### config.mk
export PLATFORM = sky130hd
export DESIGN_NAME = lr_normalizer_seq
export DESIGN_NICKNAME = d
export VERILOG_FILES = /design/src/rtl/lr_shift_pkg.sv /design/src/rtl/lr_shift_step.sv /design/src/rtl/lr_normalizer_seq.sv
export SDC_FILE = /design/constraint.sdc
export NUM_CORES = 1
export LEC_CHECK = 0
export CAP_MARGIN = 20
export CORE_MARGIN = 8
export CORE_UTILIZATION = 48
export CTS_CLUSTER_SIZE = 24
export DETAILED_ROUTE_END_ITERATION = 12
export PLACE_DENSITY = 0.75
export SYNTH_ARGS = -nofsm -noshare
export SYNTH_HDL_FRONTEND = slang
export SYNTH_SLANG_ARGS = --single-unit
### constraint.sdc
create_clock -name clk -period 1.95 [get_ports clk]
set_input_delay 0.2925 -clock clk [delete_from_list [all_inputs] [get_ports clk]]
set_output_delay 0.2925 -clock clk [all_outputs]
set_load 0.01 [all_outputs]
### src/rtl/lr_shift_pkg.sv
// Shared types for the left/right shifter family: shift direction and
// the normalizer's control states.
package lr_shift_pkg;

   typedef enum logic {
      ShiftDir_Left  = 1'b0,
      ShiftDir_Right = 1'b1
   } t_enum_ShiftDir;

   typedef enum logic [1:0] {
      IDLE  = 2'd0,
      SHIFT = 2'd1,
      DONE  = 2'd2
   } t_enum_NormState;

endpackage

### src/rtl/lr_shift_step.sv
// One-position left/right shift with zero fill, plus detection of the
// bit that will lead after normalization in the selected direction
// (MSB for Left, LSB for Right).
module lr_shift_step
   import lr_shift_pkg::*;
#(
   parameter int width = 8
) (
   input  logic [width-1:0] bits,
   input  t_enum_ShiftDir   dir,
   output logic [width-1:0] shifted,
   output logic             lead
);

   // Select shift direction and the matching lead bit.
   always_comb begin
      shifted = '0;
      lead    = 1'b0;
      if (dir == ShiftDir_Left) begin
         shifted = {bits[width-2:0], 1'b0};
         lead    = bits[width-1];
      end else begin
         shifted = {1'b0, bits[width-1:1]};
         lead    = bits[0];
      end
   end

endmodule

### src/rtl/lr_normalizer_seq.sv
// Iterative normalizer: shifts a captured vector one position per cycle
// until its lead bit is set (or it is all zeros), then presents the
// normalized vector and the shift count behind a valid/ready handshake.
module lr_normalizer_seq
   import lr_shift_pkg::*;
#(
   parameter int width = 8
) (
   input  logic                     clk,
   input  logic                     rst,
   input  logic [width-1:0]         iBits,
   input  t_enum_ShiftDir           dir,
   input  logic                     i_valid,
   output logic                     i_ready,
   output logic [width-1:0]         oBits,
   output logic [$clog2(width)-1:0] shift,
   output logic                     zero,
   output logic                     o_valid,
   input  logic                     o_ready
);

   localparam int SW = $clog2(width);

   t_enum_NormState state_reg, state_next;
   t_enum_ShiftDir  dir_reg, dir_next;
   logic [width-1:0] work_reg, work_next;
   logic [SW-1:0]    count_reg, count_next;
   logic [width-1:0] obits_reg, obits_next;
   logic [SW-1:0]    shift_reg, shift_next;
   logic             zero_reg, zero_next;

   logic [width-1:0] step_bits;
   logic             step_lead;

   lr_shift_step #(.width(width)) u_step (
      .bits    (work_reg),
      .dir     (dir_reg),
      .shifted (step_bits),
      .lead    (step_lead)
   );

   // Next-state and datapath updates; result registers load only on the
   // SHIFT->DONE transition so they stay frozen while DONE is back-pressured.
   always_comb begin
      state_next = state_reg;
      dir_next   = dir_reg;
      work_next  = work_reg;
      count_next = count_reg;
      obits_next = obits_reg;
      shift_next = shift_reg;
      zero_next  = zero_reg;
      case (state_reg)
         IDLE: begin
            if (i_valid) begin
               work_next  = iBits;
               dir_next   = dir;
               count_next = '0;
               state_next = SHIFT;
            end
         end
         SHIFT: begin
            if (work_reg == '0 || step_lead) begin
               obits_next = work_reg;
               shift_next = count_reg;
               zero_next  = (work_reg == '0);
               state_next = DONE;
            end else begin
               work_next  = step_bits;
               count_next = count_reg + SW'(1);
            end
         end
         DONE: begin
            if (o_ready) begin
               state_next = IDLE;
            end
         end
         default: state_next = IDLE;
      endcase
   end

   // State and datapath registers with synchronous reset.
   always_ff @(posedge clk) begin
      if (rst) begin
         state_reg <= IDLE;
         dir_reg   <= ShiftDir_Left;
         work_reg  <= '0;
         count_reg <= '0;
         obits_reg <= '0;
         shift_reg <= '0;
         zero_reg  <= 1'b0;
      end else begin
         state_reg <= state_next;
         dir_reg   <= dir_next;
         work_reg  <= work_next;
         count_reg <= count_next;
         obits_reg <= obits_next;
         shift_reg <= shift_next;
         zero_reg  <= zero_next;
      end
   end

   assign i_ready = (state_reg == IDLE);
   assign o_valid = (state_reg == DONE);
   assign oBits   = obits_reg;
   assign shift   = shift_reg;
   assign zero    = zero_reg;

endmodule
# After elaboration in Yosys (flattened, before gate mapping)
# Cells that the tools add are included.
# word_totals
regBits,26
elab_cells,34
in_bits,13
output_inout_bits,14
# classes
addsub,1
reduce_logical,8
mux,12
eq_ne,6
# ops
op,n
$mux W8,3
$pmux W8 S2,1
$logic_not A8 Y1,1
$mux W2,3
$mux W3,2
$ne A2 B2 Y1 const B,3
$pmux W2 S3,1
$pmux W3 S2,1
$reduce_and A3 Y1,2
$reduce_and A2 Y1,2
$add A3 B1 Y3 const B,1
$eq A2 B1 Y1 const B,1
$eq A2 B2 Y1 const B,1
$logic_not A2 Y1,1
$ne A2 B1 Y1 const B,1
$reduce_bool A2 Y1,1
$logic_or A1 B1 Y1,1
$mux W1,1

# Longest topological paths before layout
# depth
ltp_word,4
ltp_mapped,6
depth_no_buf,4

# Cells and area by module
# From an unflattened synthesis, not the netlist that was laid out.
# unflattened
hier_cells,133
area_unflattened_um2,1430.1
# modules_own_cells
mod,n_inst,seq_area_each_um2,area_each_um2,cells_each
lr_normalizer_seq,1,520.5,1297.5,123
lr_shift_step,1,0.0,132.6,10

# Worst setup path after synthesis
# No wires, ideal clock.
# synth_path
kind,register to register
from,reg work_reg[3]
to,reg work_reg[7]
t_required_ps,1831
path_stages_with_launch,6
period_less_slack_ps,1545
arrival_time_ps,1426
setup_slack_ps,405
cell_sequence,dfxtp_1 -> or4_4 -> o211ai_2 -> buf_6 -> a211oi_1 -> o21bai_1
# synth_between
elab_chain_len,4
# synth_lines
element,line,source
start: declaration,lr_normalizer_seq.sv:26,"logic [width-1:0] work_reg, work_next;"
start signal: assignment,lr_normalizer_seq.sv:94,work_reg <= work_next;
$logic_not A8 Y1,lr_normalizer_seq.sv:62,if (work_reg == '0 || step_lead) begin
$logic_or A1 B1 Y1,lr_normalizer_seq.sv:62,
$ne A2 B2 Y1 (no line),-,
$reduce_and A3 Y1 (no line),-,
# Every way passes these cells.
# A chain may end at the register's enable or synchronous reset.

# Worst setup path after layout
# Same ends and word-level chain as after synthesis.

==> metrics.yaml <==
final_layout:
  n_antenna_cell: 0
  seq_area_um2: 520.5
  drive_gt1_share_pct: 16.76
  multi_input_area_um2: 769.5
  fin_nets: 189
  syn_to_final_growth_pct: 24.75
  fillCellCount: 241
timing:
  fin_worst_skew_ns: 0.01158
  slew_violations: 0
  setup_violations: 0
  grt_setup_unrepaired: "false"
  finalCriticalPeriod_ns: 1.853
  slew_headroom_pct: 62.18
  finalHoldViolCount: 0
  fin_crit_sh_pct: 95.04
  hold_ws_ns: 0.4844
  max_freq_mhz: 539.6
  fin_setup_tns_ns: 0
  worst_slew_pin_slew_ns: 0.5672
critical_path:
  r2r_slack_ns: 0.1
  ff2ff_path_depth: 5
  crit_slowest_cell: "or4_4"
  end_kind: "flip-flop"
  cp.arrival_ns: 2.07
  cp_cell_sequence: "or4_4 > o211ai_2 > buf_4 > a211oi_1 > o21bai_1"
  rr_endpoint: "work_reg[7]"
  critPathLaunch: "work_reg[3]"
  start_kind: "flip-flop"
  r2r_start: "work_reg[3]"
  endpoint: "work_reg[7]"
  critPathRequiredTime_ns: 2.17
  crit_fanout: 6
  slowest_delay_ns: 0.58
  crit_type: "flip-flop to flip-flop"
place:
  portBuffers: 26
  dp_hpwl_mm: 2.413
  finalWeightedCongestion: 0.9288
cts:
  cts_htree_levels: 1
  post_cts_resized: 0
  cts_setup_buffers: 0
  cts_tree: "done"
  clkTransAtPathRegs_ns: 0.14
  cts_inserted_buffers: 3
  cts-root-buf: "clkbuf_4"
  cts.sinks: 26
  clkLatencyLatePin_ns: 0.31
  ctsHoldBuffers: 0
  clockBufferDepth: 2
power_and_ir_drop:
  ir_drop_uv: 619.9
  power_density_nw_per_um2: 915.7
  p_seq_share_pct: 43.4
  p_int_mw: 0.9555
  p_sw_mw: 0.5923
  power_frac_clock_pct: 14.3
  combPwrFrac_pct: 42.2
  p_leak_nw: 0.6034
  switching_share_pct: 38.27
synthesis:
  synth.area.mux_share_pct: 3.601
  ys_warn_count: 0
  synthTopCellsByArea: "dfxtp_1 (38%), o41ai_2 (7.2%), a21oi_1 (5.5%)"
  yosys.area_share.simple_pct: 24.56
  netlist_area_um2: 1355
  seq_area_frac_synth_pct: 38.41
  postSynthCellCount: 145
  synth_top_area_cell: "dfxtp_1"
  ys_ff_latch: 26
  yosysTopAreaCellShare_pct: 38.41
  yosysUniqueCellTypes: 35
  synthAdderAreaFrac_pct: 0.9234
  synthTopCellsByCount: "dfxtp_1 (26), a21oi_1 (15), nand3_1 (13)"
  synth_compound_area_share_pct: 27.70
  synth_xor_area_share_pct: 0
  synth_nets: 159
  synthMostInstantiatedCell: "dfxtp_1"
  synth_edf_count: 0
  synth_top_family_by_area: "compound AO/OA/AOI/OAI gates"
  syn_area_per_cell_um2: 9.345
  synth_flop_cell: "dfxtp_1"
  async_reset_ff_share_pct: 0
die:
  fp.dieW_um: 69.13
  coreArea_um2: 2710
  start_util_pct: 50.00
  die_area_um2: 4779
  die_y_um: 69.13
  ios: 27
  rows: 19
detailed_routing:
  drt_pre_antenna_iters: 4
  antenna_left: 0
  drt_iter0_drc: 142
  drcViolationCount: 0
  drt-total-wl_mm: 3.366
  via_per_inst: 6.005
  wl_per_cell_um: 16.50
  vias: 1225
global_route:
  grt_max_degree: 34
  globalRouteOverflowTotal: 0
  antenna_found_initial: 0
  grt_util_all_layers_pct: 14.11
  grt_pass1_vias: 1226
  grt_pass1_wl_mm: 5.913
status:
  outcome: "complete, no violations"
worst_hold_path:
  hp-class: "flip-flop to flip-flop"
run:
  max_cap_violations: 0
-- cell usage in the layout (no fill, tap or decap), drive strengths merged, types with 2 or more instances in the layout --
master,instances
o21ai,12
or4,3
nand2b,6
o41ai,6
nor2b,7
clkdlybuf4s50,26
nand3b,2
clkbuf,3
buf,10
nand2,5
nand4b,7
a21oi,16
nor4,2
nor2,8
dfxtp,26
nand3,13
a211oi,8
mux2i,3
-- worst min path at each step --
stage	start	endpoint	slack, ns	depth (start not counted)
5_1_grt	oBits[6]	oBits[6]	0.51	2
3_3_place_gp	oBits[3]	oBits[3]	0.46	2
2_1_floorplan	dir	dir_reg	0.44	2
3_5_place_dp	oBits[6]	oBits[6]	0.47	2
6_report	oBits[1]	oBits[1]	0.48	2
4_1_cts	oBits[1]	oBits[1]	0.49	2
-- metal layers --
layer  vias to the layer above  GRT usage [%]  wire length [um]
met4                         0          4.784                19
met2                        26          22.85              1636
li1                        604              -                 -
met1                       593          18.22              1604
met5                         -              0                 0
met3                         2          2.432               104
-- cells by family (layout without fill, tap and decap cells) --
| group | Yosys count | count (layout) |
|---|---|---|
| and+or+nand+nor | 55 | 55 |
| DFF | 26 | 26 |
| AOI/OAI and AO/OA | 47 | 47 |
| muxes | 4 | 4 |
| buffers and inverters | 12 | 40 |
| adders and majority gates | 1 | 1 |
-- per-stage QoR --
step	area, um2	power, mW	std cells	util (%)	setup slack [ns]
after floorplan	1355	1.109	145	-	0.4048
after global placement	1668	1.315	201	61.54	0.2218
after detailed placement	1668	1.332	201	61.54	0.1377
after CTS	1690	1.551	204	62.37	0.1194
final	1690	1.548	204	62.37	0.09664
after global routing	1690	1.645	204	62.37	0.02527
-- area by class of cell --
cell class | instances | share of cell area [%]
well taps | 31 | 2.295
multi-input cells | 107 | 45.52
repair buffers | 36 | 19.84
clock buffers | 3 | 1.332
flip-flops and latches | 26 | 30.79
inverters | 1 | 0.2221
-- power by group through the flow --
stage	clock, mW	sequential [mW]	combinational [mW]
5_1_grt	0.252	0.682	0.711
2_1_floorplan	0	0.661	0.448
3_5_place_dp	0	0.681	0.651
4_1_cts	0.231	0.669	0.651
6_report	0.222	0.672	0.654
3_3_place_gp	0	0.675	0.640
-- critical path, delay by kind of cell (launching register included) --
family                 cells  cell delay (ns)
AOI/OAI and AO/OA          3             0.58
DFF                        1             0.39
buffers and inverters      1             0.21
and+or+nand+nor            1             0.58
No activity file was read; power rests on OpenSTA's default activity.
